**config.mk**
```make
export PLATFORM = sky130hd
export DESIGN_NAME = mem_port_arbiter
export DESIGN_NICKNAME = d
export VERILOG_FILES = /design/src/rtl/mem_port_arbiter.sv
export SDC_FILE = /design/constraint.sdc
export NUM_CORES = 1
export LEC_CHECK = 0
export CORE_MARGIN = 4
export CORE_UTILIZATION = 42
export CTS_BUF_LIST = sky130_fd_sc_hd__clkbuf_8
export DETAILED_ROUTE_END_ITERATION = 10
export GPL_ROUTABILITY_DRIVEN = 0
export PLACE_DENSITY = 0.89
export SLEW_MARGIN = 15
export SYNTH_ARGS = -nofsm -noshare
export SYNTH_HDL_FRONTEND = slang
export SYNTH_SLANG_ARGS = --single-unit
export TNS_END_PERCENT = 5
```
**constraint.sdc**
```tcl
create_clock -name clk -period 4.17 [get_ports clk]
set_clock_uncertainty 0.15 [all_clocks]
set_input_delay 1.251 -clock clk [delete_from_list [all_inputs] [get_ports clk]]
set_output_delay 1.251 -clock clk [all_outputs]
set_load 0.01 [all_outputs]
```
**src/rtl/mem_port_arbiter.sv**
```systemverilog
`default_nettype none
// ============================================================================
// Module   : mem_port_arbiter
// Purpose  : Shares one single-ported 256x16 memory between instruction fetch
//            and the MEM stage: data-first priority with a fetch starvation
//            guard, read sequencing, and per-requester stall generation.
//            Optional perf counters are enabled by defining ARB_PERF_CNT_EN.
// Revision : 1.0 - initial release
// ============================================================================
module mem_port_arbiter #(
    parameter int MEM_LAT      = 1,
    parameter int STARVE_LIMIT = 4
) (
    input  logic        clk,
    input  logic        reset,
    input  logic        if_req,
    input  logic [7:0]  if_addr,
    output logic        if_gnt,
    output logic        if_rvalid,
    output logic [15:0] if_rdata,
    input  logic        dm_req,
    input  logic        dm_we,
    input  logic [7:0]  dm_addr,
    input  logic [7:0]  dm_wdata,
    output logic        dm_gnt,
    output logic        dm_rvalid,
    output logic [7:0]  dm_rdata,
    output logic        mem_en,
    output logic        mem_we,
    output logic [7:0]  mem_addr,
    output logic [15:0] mem_wdata,
    input  logic [15:0] mem_rdata,
    output logic        stall_if,
    output logic        stall_mem,
    output logic [15:0] perf_if_grants,
    output logic [15:0] perf_dm_grants,
    output logic [15:0] perf_conflicts
);

    typedef enum logic [1:0] {
        IDLE    = 2'd0,
        BUSY_IF = 2'd1,
        BUSY_DM = 2'd2
    } state_t;

    localparam logic [3:0] STARVE_MAX = 4'(STARVE_LIMIT);
    localparam logic [2:0] LAT_INIT   = 3'(MEM_LAT - 1);

    state_t      state_q, state_d;
    logic [3:0]  starve_q, starve_d;
    logic [2:0]  lat_q, lat_d;
    logic [7:0]  addr_q, addr_d;
    logic [15:0] if_rdata_q, if_rdata_d;
    logic [7:0]  dm_rdata_q, dm_rdata_d;
    logic        grant_if, grant_dm;

    always_ff @(posedge clk or negedge reset) begin
        if (!reset) begin
            state_q    <= IDLE;
            starve_q   <= 4'd0;
            lat_q      <= 3'd0;
            addr_q     <= 8'd0;
            if_rdata_q <= 16'd0;
            dm_rdata_q <= 8'd0;
        end else begin
            state_q    <= state_d;
            starve_q   <= starve_d;
            lat_q      <= lat_d;
            addr_q     <= addr_d;
            if_rdata_q <= if_rdata_d;
            dm_rdata_q <= dm_rdata_d;
        end
    end

    always_comb begin
        state_d    = state_q;
        starve_d   = starve_q;
        lat_d      = lat_q;
        addr_d     = addr_q;
        if_rdata_d = if_rdata_q;
        dm_rdata_d = dm_rdata_q;
        grant_if   = 1'b0;
        grant_dm   = 1'b0;
        if_rvalid  = 1'b0;
        dm_rvalid  = 1'b0;
        if_rdata   = if_rdata_q;
        dm_rdata   = dm_rdata_q;
        mem_en     = 1'b0;
        mem_we     = 1'b0;
        mem_addr   = addr_q;
        mem_wdata  = 16'd0;

        case (state_q)
            IDLE: begin
                // Gated by reset so no grant leaks out while reset is held.
                if (reset) begin
                    if (dm_req && !(if_req && (starve_q == STARVE_MAX))) begin
                        grant_dm = 1'b1;
                    end else if (if_req) begin
                        grant_if = 1'b1;
                    end
                end
            end
            BUSY_IF, BUSY_DM: begin
                if (lat_q == 3'd0) begin
                    state_d = IDLE;
                    if (state_q == BUSY_IF) begin
                        if_rvalid  = 1'b1;
                        if_rdata   = mem_rdata;
                        if_rdata_d = mem_rdata;
                    end else begin
                        dm_rvalid  = 1'b1;
                        dm_rdata   = mem_rdata[7:0];
                        dm_rdata_d = mem_rdata[7:0];
                    end
                end else begin
                    lat_d = lat_q - 3'd1;
                end
            end
            default: state_d = IDLE;
        endcase

        if (grant_dm) begin
            mem_en    = 1'b1;
            mem_we    = dm_we;
            mem_addr  = dm_addr;
            mem_wdata = {8'h00, dm_wdata};
            addr_d    = dm_addr;
            if (!dm_we) begin
                state_d = BUSY_DM;
                lat_d   = LAT_INIT;
            end
        end else if (grant_if) begin
            mem_en   = 1'b1;
            mem_addr = if_addr;
            addr_d   = if_addr;
            state_d  = BUSY_IF;
            lat_d    = LAT_INIT;
        end

        if (!if_req || grant_if) begin
            starve_d = 4'd0;
        end else if (grant_dm && (starve_q != STARVE_MAX)) begin
            starve_d = starve_q + 4'd1;
        end
    end

    assign if_gnt    = grant_if;
    assign dm_gnt    = grant_dm;
    assign stall_if  = reset & if_req & ~if_rvalid;
    assign stall_mem = reset & dm_req & ~(dm_rvalid | (grant_dm & dm_we));

`ifdef ARB_PERF_CNT_EN
    logic [15:0] perf_if_q, perf_if_d;
    logic [15:0] perf_dm_q, perf_dm_d;
    logic [15:0] perf_cf_q, perf_cf_d;

    always_comb begin
        perf_if_d = perf_if_q;
        perf_dm_d = perf_dm_q;
        perf_cf_d = perf_cf_q;
        if (grant_if && (perf_if_q != 16'hFFFF)) perf_if_d = perf_if_q + 16'd1;
        if (grant_dm && (perf_dm_q != 16'hFFFF)) perf_dm_d = perf_dm_q + 16'd1;
        if ((state_q == IDLE) && if_req && dm_req && (perf_cf_q != 16'hFFFF)) begin
            perf_cf_d = perf_cf_q + 16'd1;
        end
    end

    always_ff @(posedge clk or negedge reset) begin
        if (!reset) begin
            perf_if_q <= 16'd0;
            perf_dm_q <= 16'd0;
            perf_cf_q <= 16'd0;
        end else begin
            perf_if_q <= perf_if_d;
            perf_dm_q <= perf_dm_d;
            perf_cf_q <= perf_cf_d;
        end
    end

    assign perf_if_grants = perf_if_q;
    assign perf_dm_grants = perf_dm_q;
    assign perf_conflicts = perf_cf_q;
`else
    assign perf_if_grants = 16'd0;
    assign perf_dm_grants = 16'd0;
    assign perf_conflicts = 16'd0;
`endif

endmodule
`default_nettype wire

```
==> run summary, run 1 <==
Run status - finished clean
HPWL Detailed - 4690 um
Synthesized area per cell - 10.2 um2
Netlist area before placement - 2460 um2
Number of top-level pins - 149
Share of the clock period used by the worst path - 98.5%
Family of cells with the greatest summed delay on the critical path - buffers and inverters
Number of cells produced by synthesis - 240
Number of detailed-route iterations in the first pass - 4
Leak Pwr - 1.73 nW
Worst-path cell chain - clkdlybuf4s50_1 > buf_4 > o21ai_2 > buf_6 > inv_1 > clkdlybuf4s50_1
Final Instance Count excl. Fillers - 424
GRT Residual Overflow - 0
CTS Buf Count - 5
Number of nets in the finished design - 404
Setup Slack @ Placement - -0.187 ns
Power density of the placed cells - 524 nW/um2
Number of placement rows - 27
Worst supply voltage drop on vdd - 0.000473 V
CP Capture Type - primary output
Fin Hold WS - 0.347 ns
Max-cap violation count - 0
Setup Crit Path Kind - input port to primary output
Drt via density - 4.56
Final Instance Area - 3450 um2
RSZ-0062 raised after global routing - no
Post-synth top flop - dfrtp_1
Area Overhead vs Synth - 40.3%
Synthesis-stage register bit count - 41
Largest net degree at the start of global routing - 24
Overall routing resource usage - 16.2%
Total routed wirelength - 5910 um
Buffer and inverter count on the worst path - 5
Ranking of synthesized cells by area - dfrtp_1 (42%), buf_4 (17%), mux2_2 (7.3%), nand3_1 (5.7%), mux2_4 (4.9%)
Critical path's most frequent cell - clkdlybuf4s50_1
Global-route wire length before repair - 9510 um
Min-Delay Path Class - flip-flop to flip-flop
Utilization of the core after routing - 61.8%
DR DRC count - 0
Ys Warns - 0
Antenna diode count - 0
Slew Limit Fails - 0
Clock network latency to the later pin of the worst-skew pair - 0.28 ns
Post-synthesis sequential area ratio - 41.8%
Final setup margin - 0.0633 ns
Data required, critical path - 2.77 ns
Clock Tree Buf Depth - 2
Signal arrival time at the worst endpoint - 2.71 ns
CP Launch Type - input port
Buffers added on ports - 92
Number of hold violations in the final report - 0
Cell count after placement - 416
Quantity of hold-fixing buffers added after cts - 0
Library cell occupying the most area in the post-synthesis netlist - dfrtp_1
Count of flip-flops with a built-in enable after synthesis - 0
Final setup vio count - 0
Register clock-pin slew on the reported worst setup and hold paths - 0.07 ns
Die Wd - 84.5 um
Num Clock Sinks - 41
Vias in the first global route - 1938
Vias - 1932
Post-route antenna net violation count - 0
Buffer type at the clock tree root - clkbuf_8
Fmax achieved - 0.244 GHz
Initial standard-cell utilization of the core - 44.1%
Post-synth ARST share - 100%
Initial antenna violation count - 0
Starting DRT DRC Count - 96
Portion of synthesized cell area occupied by the leading cell type - 41.8%
Die span in y - 84.5 um
CTS tree - done
Area post-placement - 3350 um2
Die area - 7140 um2
Max stage delay cell, worst path - clkdlybuf4s50_1
Library cells used by synthesis - 38
Pwr Total - 1.81 mW
Wirelength per Cell - 13.9 um
Min Tclk post-route - 4.11 ns
Share of final-layout standard cells stronger than drive strength 1 - 17.6%
Maximum fanout count along the critical path - 9
H-Tree Level Count - 2
Largest stage delay on the critical path - 0.47 ns
Setup TNS after final layout - 0 ns
Placeable core area - 5570 um2
## timing repair
action	CTS	global route
cloned	0	0
buffers inserted	0	1
resized for setup	16	10
endpoints found under the setup margin	20	7
hold endpoints to repair	0	0
## layout by cell type (no fill, tap or decap), types with 2 or more instances in the layout
cell type        count
and3_1              10
buf_4               17
mux2_2              16
clkbuf_8             6
ha_1                 7
dfrtp_1             41
mux2_4               8
clkdlybuf4s50_1     71
o21ai_0              2
nor2_1               6
conb_1              56
o21ai_2              2
dlymetal6s2s_1       4
buf_6                3
nand2_1             17
a21oi_1              9
nand3_1             28
nand2b_1             2
inv_1                9
dlygate4sd2_1       15
## final cells by class
type | count | area (um2)
Clock buffer | 6 | 82.6
Clock inverter | 1 | 7.51
Fill cell | 449 | 2130
Inverter | 10 | 37.5
Multi-Input combinational cell | 182 | 1140
Sequential cell | 41 | 1030
Tap cell | 72 | 90.1
Timing Repair Buffer | 112 | 1060
## cell families (layout without fill, tap and decap cells)
group / count (synthesis) / count (layout) / share of synthesized area (%)
xor+xnor: 1 / 1 / 0.356
simple gates: 77 / 77 / 17.6
other cells: 1 / 56 / 0.153
compound gates: 17 / 17 / 4.12
fa+ha+maj: 7 / 7 / 3.56
buf+inv: 72 / 129 / 20.3
flops: 41 / 41 / 41.8
mux: 24 / 24 / 12.2
## final timing paths
path                                        to      startpoint  cells after the start  slack [ns]
worst max-delay path                    mem_en          if_req                      6        0.06
worst min-delay path            if_rdata_q[15]  if_rdata_q[15]                      1        0.35
worst max register to register     starve_q[3]      state_q[1]                      7        2.18
worst min register to register  if_rdata_q[15]  if_rdata_q[15]                      1        0.35
max in group asynchronous            addr_q[7]           reset                      2        2.80
min in group asynchronous             lat_q[0]           reset                      2        0.83
## state kept, by name, indices dropped and copies added (netlist names)
register and count:
lat_q 3, addr_q 8, starve_q 4, state_q 2, if_rdata_q 16, dm_rdata_q 8
## metal layers
layer	vias to the layer above	GRT usage, %	wire, um
met4	0	2.88	15
met1	915	19.4	2300
met2	96	28.7	3060
met3	2	5.30	545
met5	-	0	0
li1	919	-	-
## synthesized netlist by cell type, types with 2 or more instances
cell type	n
o21ai_2	2
nor2_1	6
nand2b_1	2
buf_2	2
mux2_4	8
ha_1	7
dfrtp_1	41
inv_1	9
clkbuf_1	2
nand2_1	17
buf_4	56
mux2_2	16
and3_1	10
o21ai_0	2
a21oi_1	9
nand3_1	28
buf_6	2
## where the power goes
group / total [mW] / internal, mW / switching, mW
Sequential: 0.601 / 0.554 / 0.0477
Combinational: 0.943 / 0.533 / 0.410
Clock: 0.261 / 0.131 / 0.130
Power figures use the tool's default switching activity.
==> inputs of run 2 (changes only) <==
Settings changed: SETUP_SLACK_MARGIN from default to 0.2.
==> run 2 against run 1 <==
  * Power shrank 0.24%
  * Highest routed layer unchanged
  * Critical path depth is the same
  * First-iteration DRC count grew 4.2%
  * Worst setup slack gained 0.026 ns
  * Largest power group unchanged
  * Critical path type unchanged
  * Non-clock buffer count shrank 1
  * Utilization shrank 0.25 points
  * Register-to-register slack is essentially flat
  * Count of clock-buffer cells in the layout is the same
  * Wire length shrank 0.10%
==> run summary, run 2 (synthesis results as in run 1) <==
Run status - finished clean
Fin Hold WS - 0.347 ns (-0.00000100 ns)
Maximum fanout count along the critical path - 11 (+2)
Number of nets in the finished design - 403 (-0.25%)
Share of the clock period used by the worst path - 97.8% (-0.63 points)
Die area - 7140 um2 (unchanged)
Min Tclk post-route - 4.08 ns (-0.0265 ns)
Area Overhead vs Synth - 39.7%
H-Tree Level Count - 2 (unchanged)
Worst supply voltage drop on vdd - 0.000473 V (about the same)
Number of placement rows - 27 (unchanged)
Global-route wire length before repair - 9540 um (+0.28%)
Buffer type at the clock tree root - clkbuf_8
Filler cell count - 449 (unchanged)
Fmax achieved - 0.245 GHz (+0.65%)
Final Instance Count excl. Fillers - 423 (-0.24%)
Drt via density - 4.53 (-0.54%)
Die span in y - 84.5 um (unchanged)
Buffers added on ports - 92 (unchanged)
Vias in the first global route - 1942 (+0.21%)
Min-Delay Path Class - flip-flop to flip-flop
Most used cells in the layout excluding fill and tap cells - clkdlybuf4s50_1 (69), conb_1 (56), dfrtp_1 (41)
Met3 wirelength from detailed routing - 537 um (-1.5%)
Register clock-pin slew on the reported worst setup and hold paths - 0.07 ns (about the same)
CP Launch Type - input port
Slew Limit Fails - 0 (unchanged)
Post-route antenna net violation count - 0 (unchanged)
Overall routing resource usage - 16.3% (+0.061 points)
Share of final-layout standard cells stronger than drive strength 1 - 17.1% (-0.52 points)
Data required, critical path - 2.77 ns (about the same)
CTS Buf Count - 5 (unchanged)
Quantity of hold-fixing buffers added after cts - 0 (unchanged)
DR DRC count - 0 (unchanged)
Max-cap violation count - 0 (unchanged)
Setup TNS after final layout - 0 ns (unchanged)
Power density of the placed cells - 525 nW/um2 (+0.16%)
Largest registers in the final layout - if_rdata_q: 16 flops, addr_q: 8 flops, dm_rdata_q: 8 flops
Setup Crit Path Kind - input port to primary output
RSZ-0062 raised after global routing - yes
Clock network latency to the later pin of the worst-skew pair - 0.28 ns (about the same)
HPWL Detailed - 4690 um (unchanged)
Leak Pwr - 1.71 nW (-1.7%)
Initial antenna violation count - 0 (unchanged)
Num Clock Sinks - 41 (unchanged)
Clock Tree Buf Depth - 2 (unchanged)
Die Wd - 84.5 um (unchanged)
CTS tree - done
GRT Residual Overflow - 0 (unchanged)
Met2 wire length - 3050 um (-0.20%)
Number of top-level pins - 149 (unchanged)
Number of hold violations in the final report - 0 (unchanged)
Pwr Total - 1.80 mW (-0.24%)
Cell count after placement - 416 (unchanged)
CP Capture Type - primary output
Setup Slack @ Placement - -0.187 ns (unchanged)
Starting DRT DRC Count - 100 (+4.2%)
Commonest non-fill, non-tap cell in the layout - clkdlybuf4s50_1
Total routed wirelength - 5910 um (-0.10%)
Vias - 1917 (-0.78%)
Number of detailed-route iterations in the first pass - 4 (unchanged)
Largest net degree at the start of global routing - 24 (unchanged)
Max reg flops - 16 (unchanged)
Length of routed wiring on met1 - 2300 um (+0.39%)
Most flop-heavy register - if_rdata_q
Antenna diode count - 0 (unchanged)
Initial standard-cell utilization of the core - 44.1% (unchanged)
Max Used Layer - met4
Final setup vio count - 0 (unchanged)
Final setup margin - 0.0898 ns (+0.0265 ns)
Signal arrival time at the worst endpoint - 2.68 ns (-0.03 ns)
Wirelength per Cell - 14.0 um (+0.13%)
Placeable core area - 5570 um2 (unchanged)
-- run 2: worst max-delay path: stages --
cell and delay, ns:
clkdlybuf4s50_1 0.50, inv_2 0.07, o21a_1 0.21, buf_4 0.18
and3_1 0.18, dlygate4sd2_1 0.28
-- run 2: metal layers --
metal  global-route usage, %  vias up
li1                        -      917
met1                    19.4      906
met2                    29.0       92
met3                    5.30        2
met4                    2.88        0
met5                       0        -
-- run 2: per-stage QoR --
step / util [%] / cell area (um2)
5_1_grt: 61.6 / 3430
3_5_place_dp: 60.1 / 3350
6_report: 61.6 / 3430
4_1_cts: 61.5 / 3430
3_3_place_gp: 60.1 / 3350
2_1_floorplan: - / 2660
-- run 2: power breakdown --
part,internal [mW],switching [mW]
Clock,0.131,0.129
Sequential,0.554,0.0477
Combinational,0.528,0.411
Total,1.21,0.588
-- run 2: final timing paths --
path / from / endpoint / slack (ns) / depth (start not counted)
max: if_req / mem_wdata[0] / 0.09 / 6
min in group asynchronous: reset / lat_q[0] / 0.83 / 2
max reg2reg: state_q[1] / starve_q[3] / 2.18 / 7
min reg2reg: if_rdata_q[15] / if_rdata_q[15] / 0.35 / 1
max in group asynchronous: reset / addr_q[7] / 2.80 / 2
min: if_rdata_q[15] / if_rdata_q[15] / 0.35 / 1
-- run 2: area by class of cell --
| cell class | instances | area, um2 | share of cell area (%) |
|---|---|---|---|
| clock buffer | 6 | 82.6 | 2.41 |
| timing repair buffer | 111 | 1050 | 30.6 |
| clock inverter | 1 | 7.51 | 0.219 |
| inverter | 10 | 37.5 | 1.09 |
| sequential | 41 | 1030 | 29.9 |
| tap | 72 | 90.1 | 2.62 |
| multi-input combinational | 182 | 1140 | 33.2 |
-- run 2: what timing repair did --
action | CTS | global route
pin swaps | 0 | 1
endpoints found under the setup margin | 22 | 29
resized for setup | 25 | 3
buffers inserted | 0 | 0
